===== src/rtl/mux_arb_pkg.sv =====
// Shared constants, FSM state type and round-robin pick function for mux_4_to_1_rr_arbiter.
package mux_arb_pkg;

    localparam int unsigned NUM_REQ = 4;
    localparam int unsigned SEL_W   = 2;
    localparam int unsigned HOLD_W  = 8;

    typedef enum logic {
        IDLE  = 1'b0,
        GRANT = 1'b1
    } arb_state_t;

    // First set request scanning last+1, last+2, ... modulo NUM_REQ; returns last if none set.
    function automatic logic [SEL_W-1:0] rr_pick(input logic [NUM_REQ-1:0] req,
                                                  input logic [SEL_W-1:0]   last);
        logic [SEL_W-1:0] pick;
        logic [SEL_W-1:0] idx;
        logic             found;
        pick  = last;
        found = 1'b0;
        for (int i = 1; i <= int'(NUM_REQ); i++) begin
            idx = SEL_W'(int'(last) + i);
            if (!found && req[idx]) begin
                pick  = idx;
                found = 1'b1;
            end
        end
        return pick;
    endfunction

endpackage


===== src/rtl/mux_4_to_1.sv =====
// Plain 4:1 multiplexer; z selects a/b/c/d by sel.
module mux_4_to_1 #(
    parameter int unsigned INPUT_BIT_LENGTH = 1
) (
    input  logic [INPUT_BIT_LENGTH-1:0] a,
    input  logic [INPUT_BIT_LENGTH-1:0] b,
    input  logic [INPUT_BIT_LENGTH-1:0] c,
    input  logic [INPUT_BIT_LENGTH-1:0] d,
    input  logic [1:0]                  sel,
    output logic [INPUT_BIT_LENGTH-1:0] z
);

    always_comb begin
        z = a;
        case (sel)
            2'd0:    z = a;
            2'd1:    z = b;
            2'd2:    z = c;
            default: z = d;
        endcase
    end

endmodule


===== src/rtl/mux_4_to_1_rr_arbiter.sv =====
// Round-robin arbiter sharing one mux_4_to_1 among four requesters.
// Optional per-requester grant counters are enabled with MUX_ARB_GRANT_CNT_EN.
module mux_4_to_1_rr_arbiter
    import mux_arb_pkg::*;
#(
    parameter int unsigned INPUT_BIT_LENGTH = 1,
    parameter int unsigned MAX_HOLD         = 8
`ifdef MUX_ARB_GRANT_CNT_EN
    ,parameter int unsigned CNT_WIDTH       = 16
`endif
) (
    input  logic                        clk,
    input  logic                        rst,
    input  logic [NUM_REQ-1:0]          req,
    input  logic [INPUT_BIT_LENGTH-1:0] a,
    input  logic [INPUT_BIT_LENGTH-1:0] b,
    input  logic [INPUT_BIT_LENGTH-1:0] c,
    input  logic [INPUT_BIT_LENGTH-1:0] d,
    output logic [NUM_REQ-1:0]          gnt,
    output logic [SEL_W-1:0]            sel,
    output logic [INPUT_BIT_LENGTH-1:0] z,
    output logic                        z_valid
`ifdef MUX_ARB_GRANT_CNT_EN
    ,output logic [NUM_REQ*CNT_WIDTH-1:0] grant_cnt
`endif
);

    localparam logic [HOLD_W-1:0] HOLD_LAST = HOLD_W'(MAX_HOLD - 1);

    arb_state_t          state_q, state_d;
    logic [NUM_REQ-1:0]  gnt_q, gnt_d;
    logic [SEL_W-1:0]    sel_q, sel_d;
    logic                z_valid_q, z_valid_d;
    logic [SEL_W-1:0]    last_q, last_d;
    logic [HOLD_W-1:0]   hold_cnt_q, hold_cnt_d;
    logic [SEL_W-1:0]    pick;
    logic                others_pending;

    assign pick           = rr_pick(req, last_q);
    assign others_pending = |(req & ~gnt_q);

    always_comb begin
        state_d    = state_q;
        gnt_d      = gnt_q;
        sel_d      = sel_q;
        z_valid_d  = z_valid_q;
        last_d     = last_q;
        hold_cnt_d = hold_cnt_q;
        case (state_q)
            IDLE: begin
                gnt_d     = '0;
                z_valid_d = 1'b0;
                if (|req) begin
                    gnt_d      = NUM_REQ'(1) << pick;
                    sel_d      = pick;
                    z_valid_d  = 1'b1;
                    hold_cnt_d = '0;
                    state_d    = GRANT;
                end
            end
            GRANT: begin
                // Owner drops its request, or is pre-empted after MAX_HOLD cycles under contention.
                if (!req[sel_q] || (hold_cnt_q == HOLD_LAST && others_pending)) begin
                    gnt_d     = '0;
                    z_valid_d = 1'b0;
                    last_d    = sel_q;
                    state_d   = IDLE;
                end else if (hold_cnt_q == HOLD_LAST) begin
                    hold_cnt_d = '0;
                end else begin
                    hold_cnt_d = hold_cnt_q + HOLD_W'(1);
                end
            end
            default: state_d = IDLE;
        endcase
    end

    always_ff @(posedge clk) begin
        if (rst) begin
            state_q    <= IDLE;
            gnt_q      <= '0;
            sel_q      <= '0;
            z_valid_q  <= 1'b0;
            last_q     <= SEL_W'(NUM_REQ - 1);
            hold_cnt_q <= '0;
        end else begin
            state_q    <= state_d;
            gnt_q      <= gnt_d;
            sel_q      <= sel_d;
            z_valid_q  <= z_valid_d;
            last_q     <= last_d;
            hold_cnt_q <= hold_cnt_d;
        end
    end

    assign gnt     = gnt_q;
    assign sel     = sel_q;
    assign z_valid = z_valid_q;

    mux_4_to_1 #(
        .INPUT_BIT_LENGTH(INPUT_BIT_LENGTH)
    ) u_mux (
        .a  (a),
        .b  (b),
        .c  (c),
        .d  (d),
        .sel(sel_q),
        .z  (z)
    );

`ifdef MUX_ARB_GRANT_CNT_EN
    logic [NUM_REQ-1:0][CNT_WIDTH-1:0] cnt_q, cnt_d;

    // Count each new grant (IDLE->GRANT), saturating at all-ones.
    always_comb begin
        cnt_d = cnt_q;
        if (state_q == IDLE && (|req) && (cnt_q[pick] != '1)) begin
            cnt_d[pick] = cnt_q[pick] + CNT_WIDTH'(1);
        end
    end

    always_ff @(posedge clk) begin
        if (rst) begin
            cnt_q <= '0;
        end else begin
            cnt_q <= cnt_d;
        end
    end

    assign grant_cnt = cnt_q;
`endif

endmodule


===== config.mk =====
export PLATFORM = sky130hd
export DESIGN_NAME = mux_4_to_1_rr_arbiter
export DESIGN_NICKNAME = d
export VERILOG_FILES = /design/src/rtl/mux_arb_pkg.sv /design/src/rtl/mux_4_to_1.sv /design/src/rtl/mux_4_to_1_rr_arbiter.sv
export SDC_FILE = /design/constraint.sdc
export NUM_CORES = 1
export LEC_CHECK = 0
export CORE_MARGIN = 4
export CORE_UTILIZATION = 55
export CTS_CLUSTER_DIAMETER = 200
export DETAILED_ROUTE_END_ITERATION = 12
export PLACE_DENSITY = 0.81
export SYNTH_ARGS = -nofsm -noshare
export SYNTH_HDL_FRONTEND = slang
export SYNTH_SLANG_ARGS = --single-unit
export TNS_END_PERCENT = 20

===== constraint.sdc =====
create_clock -name clk -period 3.7 [get_ports clk]
set_input_delay 0.37 -clock clk [delete_from_list [all_inputs] [get_ports clk]]
set_output_delay 0.37 -clock clk [all_outputs]
set_load 0.02 [all_outputs]

; ---- Yosys cells after proc, flatten, opt, wreduce, memory -nomap -nowiden
; Cells that the tools add are included.
; Widths: inputs -> output; s select.
[word_totals]
out_inout_bits = 8
inputBits = 10
register_bits = 18
[classes]
muxes = 30
n_bitwise = 3
n_eq_ne = 6
reduce_logical = 15
n_lt_le_gt_ge = 5
n_shift = 1
addsub = 5
[ops]
columns = operator, n
row1 = $mux 8, 3
row2 = $pmux 8 s2, 1
row3 = $lt 2x3->1 const B, 5
row4 = $mux 1, 11
row5 = $bmux 1 s2, 5
row6 = $add 8x1->8 const B, 1
row7 = $eq 8x3->1 const B, 1
row8 = $mux 2, 4
row9 = $mux 4, 2
row10 = $pmux 4 s2, 1
row11 = $reduce_or 4->1, 2
row12 = $reduce_and 2->1, 3
row13 = $add 2x1->2 const B, 2
row14 = $add 2x2->2 const B, 2
row15 = $and 4x4->4, 1
row16 = $logic_and 1x1->1, 4
row17 = $logic_not 1->1, 4
row18 = $ne 2x2->1 const B, 2
row19 = $not 4->4, 1
row20 = $pmux 1 s2, 2
row21 = $shl 1x2->4 const A, 1
row22 = $pmux 1 s3, 1
row23 = $eq 2x1->1 const B, 1
row24 = $eq 2x2->1 const B, 1
row25 = 4 further kinds, 4

; ---- Longest topological paths before layout
; Gate-level depths: netlist (run 1).
[logic_depth]
word_depth = 16
mapped_depth = 7

; ---- Hierarchy
; From an unflattened synthesis (run 1), not the netlist that was laid out.
[hier_totals]
cells_unflattened = 132
hier_area_um2 = 1082.3
[modules_own_cells]
columns = mod, instances, area_per_inst_um2, cells_each, seq_area_each_um2
row1 = mux_4_to_1_rr_arbiter, 1, 1059.8, 131, 360.3
row2 = mux_4_to_1, 1, 22.5, 1, 0.0

; ---- Least setup slack after synthesis (run 1)
; OpenSTA, ideal clock, no wires.
[synth_path]
path_type = flip-flop to flip-flop
start = register hold_cnt_q[0]
end = register hold_cnt_q[6]
n_path_buf = 1
synth_period_minus_slack_ns = 2.153
setup_time_ns = 0.127
arrival_ns = 2.025
t_required_ns = 3.573
stages_incl_launch_ff = 8
slack_ns = 1.547
path_cell_list = dfxtp_1 > ha_1 > or4b_1 > or3_4 > o21a_1 > buf_2 > o2111ai_1 > a211oi_1
[synth_between]
elab_chain_len = 5
word_cells_on_any_way = 9
classes_between = 1 x add/sub / 2 x eq/ne / 3 x mux / 3 x reduce/logical
[synth_rtl]
columns = item, line_no
row1 = "start, declared", mux_4_to_1_rr_arbiter.sv:35  ; logic [HOLD_W-1:0] hold_cnt_q, hold_cnt_d;
row2 = "start signal, assigned", mux_4_to_1_rr_arbiter.sv:92  ; hold_cnt_q <= hold_cnt_d;
row3 = "parallel branches: the longest is 5 deep, another holds $add 8x1->8", -
; Parallel ways; which one is timed is not known. The select of a mux whose other input is x is not followed.
; A chain may end at the register's enable or synchronous reset.

; ---- Final worst setup path (run 1)
[layout_path]
start = register hold_cnt_q[0]
end = register hold_cnt_q[3]
; The elaborated chain is that of the path after synthesis.

==> results.sh, run 1 <==
export IMPL_cts_clk_slew_worst_paths_ns=0.11
export IMPL_cp_required_ns=3.92
export IMPL_multi_input_area_um2=636
export IMPL_cts_tree="done"
export IMPL_final_setup_tns_ns=0
export IMPL_finalCriticalPeriod_ns=2.36
export IMPL_final_common_cell="dfxtp_1"
export IMPL_n_fill_cell=154
export IMPL_syn_to_final_growth_pct=20.7
export IMPL_cts_root_buf="clkbuf_4"
export IMPL_antenna_cells=0
export IMPL_min_path_cells=2
export IMPL_track_usage_pct=21.0
export IMPL_r2r_slack_ns=1.34
export IMPL_leakage_nw=0.420
export IMPL_hold_path_end="gnt[1]"
export IMPL_nNetsFinal=158
export IMPL_hold_worst_slack_ns=0.480
export IMPL_vias_per_cell=6.23
export IMPL_worstSetupEndpointType="register"
export IMPL_grt_pass1_wl_mm=4.26
export IMPL_crit_family="simple AND/OR/NAND/NOR gates"
export IMPL_fp_coreArea_mm2=0.00176
export IMPL_yosysTopAreaCell="dfxtp_1"
export IMPL_synth_avg_cell_area_um2=8.03
export IMPL_finalMaxSlewViolations=0
export IMPL_drive_gt1_share_pct=7.53
export IMPL_place_ws_ns=1.26
export IMPL_gp_congestion=0.855
export IMPL_seq_area_frac_synth_pct=34.5
export IMPL_hp_start="gnt[1]"
export IMPL_outcome="completed"
export IMPL_regArea_um2=360
export IMPL_path_max_fanout=10
export IMPL_crit_type="reg2reg"
export IMPL_post_cts_buffers=0
export IMPL_htree_levels=1
export IMPL_total_power_mw=0.477
export IMPL_crit_path_start_kind="register"
export IMPL_routed_wl_mm=2.51
export IMPL_drt_initial_drc_count=31
export IMPL_dr_pass1_iters=5
export IMPL_reg2reg_depth=6
export IMPL_num_io_pins=18
export IMPL_critical_path_arrival_ns=2.58
export IMPL_critPathBufInv=0
export IMPL_drv_cap=0
export IMPL_synth_cell_types=41
export IMPL_portBuffers=17
export IMPL_fp_dieW_um=51.6
export IMPL_power_per_cell_area_mw_per_mm2=378
export IMPL_yosysWarnings=0
export IMPL_antenna_found_initial=0
export IMPL_vdd_drop_max_v=0.000220
export IMPL_hp_class="reg2reg"
export IMPL_tightest_slew_ns=0.596
export IMPL_dpl_instance_area_mm2=0.00122
export IMPL_grt_max_degree=17
export IMPL_cts_path_max_buffers=2
export IMPL_synth_edff_count=0
export IMPL_setup_ws_ns=1.34
export IMPL_fmax_ghz=0.424
export IMPL_synth_nets=141
export IMPL_setup_viol=0
export IMPL_hold_viol=0
export IMPL_rsz0062_at_grt="false"
export IMPL_max_slew_margin_pct=60.3
export IMPL_drc=0
export IMPL_cp_slowest_stage_delay_ns=0.46
export IMPL_cts_resized=0
export IMPL_final_area_mm2=0.00126
export IMPL_vias=1065
export IMPL_floorplan_rows=15
export IMPL_dieArea_mm2=0.00266
export IMPL_cp_slowest_cell="or4b_1"
export IMPL_yosys_top_cells_area="dfxtp_1 35%, a21oi_1 5.3%, nand3_1 5.3%"
export IMPL_rr_endpoint="hold_cnt_q[3]"
export IMPL_hold_buffers=0
export IMPL_timing_final_crit_share_pct=63.8
export IMPL_ant_nets=0
export IMPL_clock_sinks=18
export IMPL_ys_seq_elements=18
export IMPL_regToRegStartpoint="hold_cnt_q[0]"
export IMPL_grt_remaining_overflow=0
export IMPL_ys_flop_type="dfxtp_1"
export IMPL_finClkSkew_ns=0.0106
export IMPL_start_util_pct=59.1
export IMPL_grt_pass1_vias=942
export IMPL_place_hpwl_mm=1.85
export IMPL_wire_per_inst_um=14.7
export IMPL_path_cells="ha_1, or4b_1, or3_4, o21ai_4, a22oi_2, a311oi_1"
export IMPL_clk_insertion_delay_late_ns=0.31
export IMPL_syn_inst=130
export IMPL_die_h_um=51.6
export IMPL_final_cell_mix="18 x dfxtp_1, 17 x clkdlybuf4s50_1, 11 x nor2_1, 11 x a21oi_1, 11 x nand3_1"
export IMPL_cts_buffers=3
export IMPL_netlist_area_mm2=0.00104
export IMPL_synth_top_cell_area_share_pct=34.5
export IMPL_async_flop_share_pct=0
## cells in the mapped netlist (2+ instances only)
master / count
dfxtp_1: 18
a311oi_1: 2
nor2_1: 11
nand3_1: 11
mux2i_1: 3
nor2b_1: 2
a31oi_1: 5
inv_1: 7
a22oi_1: 2
a21oi_1: 11
nand3b_1: 2
clkbuf_1: 2
nand2_1: 7
nand2b_1: 8
nor3_1: 3
a211oi_1: 2
nand4_1: 2
o21ai_0: 9
## registers in the layout, summed over array words and instances, names as in the netlist
name        cells
sel             2
gnt             4
state_q         1
z_valid         1
hold_cnt_q      8
last_q          2
## routing by layer
layer  part of all wire [%]  vias up  track usage (%)
met5                      0        -                0
met2                     45       43             33.3
met4                    1.9        0             6.55
met1                     45      495             27.6
li1                       -      516                -
met3                    7.8       11             5.73
## through the flow
stage / cells / util (%)
after detailed placement: 167 / 69.4
final: 171 / 71.4
after CTS: 171 / 71.4
after global routing: 171 / 71.4
after floorplan: 130 / -
after global placement: 167 / 69.4
## layout make-up
cell class / instances / area share, %
multi-input combinational: 100 / 50.4
sequential: 18 / 28.6
clock buffer: 4 / 2.88
tap: 25 / 2.48
inverter: 7 / 2.09
timing repair buffer: 17 / 13.5
## kinds of logic after synthesis
logic type	synth area share, %
adder cells (fa/ha/maj)	1.20
buffers and inverters	4.56
flip-flops	34.5
AND/OR/NAND/NOR	27.2
multiplexers	5.04
AO/OA/AOI/OAI	27.5
## how the worst max path moves through the flow
stage | from | to | slack [ns] | cells past startpoint
global route | hold_cnt_q[0] | hold_cnt_q[3] | 1.16 | 6
detailed placement | req[3] | hold_cnt_q[3] | 1.26 | 6
global placement | req[3] | hold_cnt_q[3] | 1.32 | 6
finish | hold_cnt_q[0] | hold_cnt_q[3] | 1.34 | 6
CTS | hold_cnt_q[0] | hold_cnt_q[3] | 1.33 | 6
floorplan | hold_cnt_q[0] | hold_cnt_q[6] | 1.55 | 7
## worst reg2reg max path, stage by stage (launching register included)
cell	delay, ns
dfxtp_1	0.40
ha_1	0.30
or4b_1	0.46
or3_4	0.42
o21ai_4	0.30
a22oi_2	0.14
a311oi_1	0.26
## power breakdown
group | internal (mW) | leakage, nW | switching [mW]
logic | 0.0576 | 0.252 | 0.0694
registers | 0.207 | 0.147 | 0.0178
clock network | 0.0601 | 0.0210 | 0.0652
No activity file was read; power rests on OpenSTA's default activity.
==> run 2, diff against run 1 <==
- CORE_ASPECT_RATIO: default -> 0.6
- CORE_UTILIZATION: 55 -> 46
- PLACE_DENSITY: 0.81 -> 0.72
- clock period: 3.7 -> 2.15 ns (I/O delays scaled with it)
==> run 2 against run 1 <==
  * Cell count up 12%
  * Sequential cell count unchanged
  * Clock power up 130%
  * Core utilization down 5.4 points
  * Die area up 17%
  * Critical path depth up 1
  * Largest power group unchanged
  * Highest routed layer unchanged
==> results.sh, run 2 (synthesis results as in run 1) <==
export IMPL_nNetsFinal=173
export IMPL_reg2reg_depth=7
export IMPL_htree_levels=1
export IMPL_cts_path_max_buffers=2
export IMPL_rr_endpoint="hold_cnt_q[6]"
export IMPL_dp_cells=180
export IMPL_outcome="completed"
export IMPL_total_power_mw=0.945
export IMPL_tightest_slew_ns=0.658
export IMPL_grt_remaining_overflow=0
export IMPL_dr_pass1_iters=4
export IMPL_largest_register_ffs=8
export IMPL_hp_start="gnt[1]"
export IMPL_cts_clk_slew_worst_paths_ns=0.07
export IMPL_finalCriticalPeriod_ns=2.11
export IMPL_regToRegStartpoint="hold_cnt_q[1]"
export IMPL_top_register="hold_cnt_q"
export IMPL_start_util_pct=48.2
export IMPL_cts_root_buf="clkbuf_8"
export IMPL_vdd_drop_max_v=0.000413
export IMPL_dpl_instance_area_mm2=0.00129
export IMPL_wire_per_inst_um=15.3
export IMPL_drive_gt1_share_pct=19.3
export IMPL_hold_buffers=0
export IMPL_finalNonFillerCells=191
export IMPL_final_cell_mix="17 x clkdlybuf4s50_1, 16 x dfxtp_1, 13 x buf_4"
export IMPL_seq_power_share_pct=41.1
export IMPL_hold_viol=0
export IMPL_cts_tree="done"
export IMPL_switching_share_pct=30.8
export IMPL_gp_congestion=0.950
export IMPL_routed_wl_mm=2.93
export IMPL_r2r_slack_ns=0.04
export IMPL_fp_dieW_um=69.5
export IMPL_cp_required_ns=2.32
export IMPL_crit_path_start_kind="register"
export IMPL_min_path_cells=2
export IMPL_final_setup_tns_ns=0
export IMPL_syn_to_final_growth_pct=36.8
export IMPL_place_hpwl_mm=2.04
export IMPL_path_max_fanout=5
export IMPL_final_area_mm2=0.00143
export IMPL_dieArea_mm2=0.00312
export IMPL_finalMaxSlewViolations=0
export IMPL_post_route_util_pct=66.0
export IMPL_critical_path_arrival_ns=2.28
export IMPL_drt_initial_drc_count=93
export IMPL_power_per_cell_area_mw_per_mm2=662
export IMPL_cts_buffers=3
export IMPL_setup_ws_ns=0.0429
export IMPL_vias=1138
export IMPL_vias_per_cell=5.96
export IMPL_crit_type="reg2reg"
export IMPL_grt_pass1_vias=900
export IMPL_fp_coreArea_mm2=0.00216
export IMPL_antenna_found_initial=0
export IMPL_place_ws_ns=-0.0744
export IMPL_floorplan_rows=13
export IMPL_fmax_ghz=0.475
export IMPL_antenna_cells=0
export IMPL_drv_cap=0
export IMPL_worstSetupEndpointType="register"
export IMPL_leakage_nw=0.500
export IMPL_clock_sinks=18
export IMPL_max_slew_margin_pct=56.0
export IMPL_hold_worst_slack_ns=0.474
export IMPL_startpoint="hold_cnt_q[1]"
export IMPL_hold_path_end="gnt[1]"
export IMPL_track_usage_pct=18.6
export IMPL_cell_internal_pwr_mw=0.653
export IMPL_pwr_share_comb_pct=28.7
export IMPL_setup_viol=0
export IMPL_ant_nets=0
export IMPL_num_io_pins=18
export IMPL_p_switching_mw=0.291
export IMPL_portBuffers=17
export IMPL_timing_final_crit_share_pct=98.0
export IMPL_clock_power_share_pct=30.2
export IMPL_final_common_cell="clkdlybuf4s50_1"
export IMPL_grt_pass1_wl_mm=4.51
export IMPL_clk_insertion_delay_late_ns=0.26
export IMPL_hp_class="reg2reg"
export IMPL_drc=0
export IMPL_die_h_um=44.9
export IMPL_grt_max_degree=17
export IMPL_finClkSkew_ns=0.00622
## run 2: worst max path at each step
stage / endpoint / cells past startpoint
floorplan: hold_cnt_q[6] / 7
finish: hold_cnt_q[6] / 7
global placement: hold_cnt_q[6] / 6
CTS: hold_cnt_q[3] / 6
global route: hold_cnt_q[6] / 7
detailed placement: hold_cnt_q[6] / 6
## run 2: layout make-up
cell class | count | area (µm²)
tap | 30 | 37.5
timing repair buffer | 32 | 284
fill | 171 | 736
sequential | 18 | 363
clock buffer | 4 | 55.1
inverter | 7 | 26.3
multi-input combinational | 100 | 662
## run 2: what timing repair did
item | in CTS | in global routing
resized for setup | 3 | 6
buffers inserted | 0 | 7
setup endpoints to repair | 6 | 10
pin swaps | 1 | 4
gates cloned | 0 | 0
## run 2: power by group through the flow
stage          sequential, mW  clock [mW]  combinational [mW]
2_1_floorplan           0.399           0               0.131
6_report                0.388       0.286               0.271
3_5_place_dp            0.394           0               0.242
3_3_place_gp            0.392           0               0.237
5_1_grt                 0.392       0.302               0.293
4_1_cts                 0.386       0.290               0.246
## run 2: worst max-delay path: stages (launching register included)
cell and delay [ns]:
dfxtp_2 0.35, ha_4 0.13, or4b_1 0.43, or3_4 0.38, o21ai_4 0.24, buf_2 0.20
a31oi_1 0.09, a211oi_1 0.19
## run 2: routing by layer
layer,routed length [µm],track usage [%]
met1,1410,27.0
met2,1240,25.9
met3,249,6.44
met4,27,5.06
met5,0,0
==> run 3, diff against run 2 <==
- ABC_AREA: default -> 1
- CORE_ASPECT_RATIO: 0.6 -> default
- CORE_UTILIZATION: 46 -> 57
- PLACE_DENSITY: 0.72 -> 0.81
- clock period: 2.15 -> 2.5 ns (I/O delays scaled with it)
==> run 3 against run 2 <==
  * Sequential power is 2% lower
  * Synthesized area is 18% higher
  * Clock power is 52% lower
  * Global-route usage is 3.3 points higher
  * Sequential share of layout area down 0.50 points
  * Non-clock buffer count fell by 15
  * Setup slack better by 0.60 ns
  * Synthesized cell count grew 48%
  * Core utilization is 6.3 points higher
  * Register-to-register slack better by 0.73 ns
  * Critical endpoint is now z
==> results.sh, run 3 <==
export IMPL_synth_avg_cell_area_um2=6.38
export IMPL_worstSetupEndpointType="output port"
export IMPL_min_path_cells=2
export IMPL_cts_buffers=3
export IMPL_vdd_drop_max_v=0.000732
export IMPL_crit_type="reg2out"
export IMPL_cts_root_buf="clkbuf_4"
export IMPL_finalMaxSlewViolations=0
export IMPL_grt_pass1_vias=1168
export IMPL_syn_to_final_growth_pct=17.5
export IMPL_post_cts_buffers=0
export IMPL_clock_power_share_pct=12.3
export IMPL_fp_coreArea_mm2=0.00200
export IMPL_path_max_fanout=5
export IMPL_power_per_cell_area_mw_per_mm2=764
export IMPL_start_util_pct=61.5
export IMPL_synth_edff_count=0
export IMPL_switching_share_pct=45.0
export IMPL_grt_max_degree=13
export IMPL_drt_initial_drc_count=27
export IMPL_num_io_pins=18
export IMPL_seq_power_share_pct=34.4
export IMPL_final_setup_tns_ns=0
export IMPL_grt_pass1_wl_mm=4.82
export IMPL_async_flop_share_pct=0
export IMPL_antenna_found_initial=0
export IMPL_hold_buffers=0
export IMPL_setup_viol=0
export IMPL_drive_gt1_share_pct=15.6
export IMPL_hp_class="reg2reg"
export IMPL_drv_cap=0
export IMPL_drc=0
export IMPL_regArea_um2=360
export IMPL_finalCriticalPeriod_ns=1.86
export IMPL_crit_path_start_kind="register"
export IMPL_ant_nets=0
export IMPL_hold_worst_slack_ns=0.494
export IMPL_rsz0062_at_grt="false"
export IMPL_final_cell_mix="64 x nand2_1, 18 x dfxtp_1, 17 x clkdlybuf4s50_1, 16 x nand3_1, 14 x inv_1"
export IMPL_antenna_cells=0
export IMPL_total_power_mw=1.11
export IMPL_fp_dieW_um=54.5
export IMPL_cp_required_ns=2.25
export IMPL_seq_area_frac_synth_pct=29.3
export IMPL_pwr_share_comb_pct=53.3
export IMPL_fmax_ghz=0.539
export IMPL_n_fill_cell=196
export IMPL_routed_wl_mm=2.82
export IMPL_netlist_area_mm2=0.00123
export IMPL_wire_per_inst_um=11.8
export IMPL_final_common_cell="nand2_1"
export IMPL_outcome="completed"
export IMPL_ys_seq_elements=18
export IMPL_finalNonFillerCells=238
export IMPL_finClkSkew_ns=0.00503
export IMPL_synth_cell_types=29
export IMPL_cts_tree="done"
export IMPL_clock_sinks=18
export IMPL_yosysTopAreaCell="dfxtp_1"
export IMPL_synth_nets=204
export IMPL_yosys_top_cells_area="dfxtp_1 29%, nand2_1 20%, nand3_1 6.5%"
export IMPL_cts_clk_slew_worst_paths_ns=0.09
export IMPL_yosysWarnings=0
export IMPL_cts_path_max_buffers=2
export IMPL_gp_congestion=0.824
export IMPL_reg2reg_depth=12
export IMPL_syn_inst=193
export IMPL_dp_cells=235
export IMPL_timing_final_crit_share_pct=74.2
export IMPL_hold_viol=0
export IMPL_synth_common_cells="64 x nand2_1, 18 x dfxtp_1, 16 x nand3_1"
export IMPL_yosysMostFrequentCell="nand2_1"
export IMPL_portBuffers=17
export IMPL_setup_ws_ns=0.644
export IMPL_dr_pass1_iters=4
export IMPL_synth_top_cell_area_share_pct=29.3
export IMPL_cts_resized=0
export IMPL_p_switching_mw=0.498
export IMPL_place_hpwl_mm=2.29
export IMPL_critical_path_arrival_ns=1.61
export IMPL_vias=1275
export IMPL_ys_flop_type="dfxtp_1"
export IMPL_leakage_nw=0.649
export IMPL_vias_per_cell=5.36
export IMPL_grt_remaining_overflow=0
export IMPL_htree_levels=1
export IMPL_largest_register_ffs=8
export IMPL_multi_input_area_um2=771
export IMPL_place_ws_ns=0.624
export IMPL_top_register="hold_cnt_q"
export IMPL_tightest_slew_ns=0.522
export IMPL_cell_internal_pwr_mw=0.608
export IMPL_die_h_um=54.5
export IMPL_max_slew_margin_pct=65.1
export IMPL_track_usage_pct=21.9
export IMPL_clk_insertion_delay_late_ns=0.29
export IMPL_dieArea_mm2=0.00297
export IMPL_floorplan_rows=16
export IMPL_nNetsFinal=224
-- run 3: cell types whose count changed in the layout (fill, tap and decap cells not counted), moves of 5 or more --
cell and delta:
a31oi_1 -5, buf_4 -13, inv_1 +7, inv_2 +6
nand2_1 +57, nand2_2 +8, nand2_4 +5, nand2b_1 -8
nand3_1 +5
-- run 3: through the flow --
step                      util [%]  cell area [µm²]
final                         72.3             1450
after global routing          72.3             1450
after CTS                     72.3             1450
after detailed placement      71.1             1420
after global placement        71.1             1420
after floorplan                  -             1230
-- run 3: kinds of logic after synthesis --
| group | Yosys count | share of synthesized area [%] |
|---|---|---|
| xor+xnor | 2 | 1.42 |
| simple gates | 120 | 47.4 |
| flops | 18 | 29.3 |
| fa+ha+maj | 1 | 1.02 |
| buf+inv | 25 | 8.13 |
| compound gates | 27 | 12.8 |
-- run 3: cell type report --
class                      count  area share [%]
multi-input combinational    150            53.3
sequential                    18            24.9
timing repair buffer          17            11.8
inverter                      23            6.14
tap                           27            2.34
clock buffer                   3            1.56
-- run 3: path summary, 6_finish.rpt --
kind                   endpoint  slack (ns)          start
hold reg to reg   hold_cnt_q[1]        0.49  hold_cnt_q[1]
setup / recovery              z        0.64         sel[1]
hold / removal    hold_cnt_q[1]        0.49  hold_cnt_q[1]
setup reg to reg         gnt[1]        0.77      last_q[0]
-- run 3: critical path: stages (launching register included) --
cell and delay, ns:
dfxtp_1 0.35, inv_1 0.14, nor2_1 0.05, o22ai_1 0.15, clkdlybuf4s50_1 0.62
-- run 3: power by group through the flow --
| stage | Combinational, mW | Sequential [mW] | Clock [mW] |
|---|---|---|---|
| floorplan | 0.406 | 0.403 | 0 |
| CTS | 0.591 | 0.379 | 0.136 |
| global placement | 0.572 | 0.384 | 0 |
| finish | 0.590 | 0.380 | 0.136 |
| global route | 0.658 | 0.387 | 0.153 |
| detailed placement | 0.588 | 0.386 | 0 |
-- run 3: per-layer routing --
metal | GRT usage [%] | vias up | routed length, µm
met5 | 0 | - | 0
met4 | 2.90 | 0 | 0
met3 | 5.45 | 0 | 203
met2 | 35.9 | 44 | 1310
met1 | 29.6 | 576 | 1310
li1 | - | 655 | -
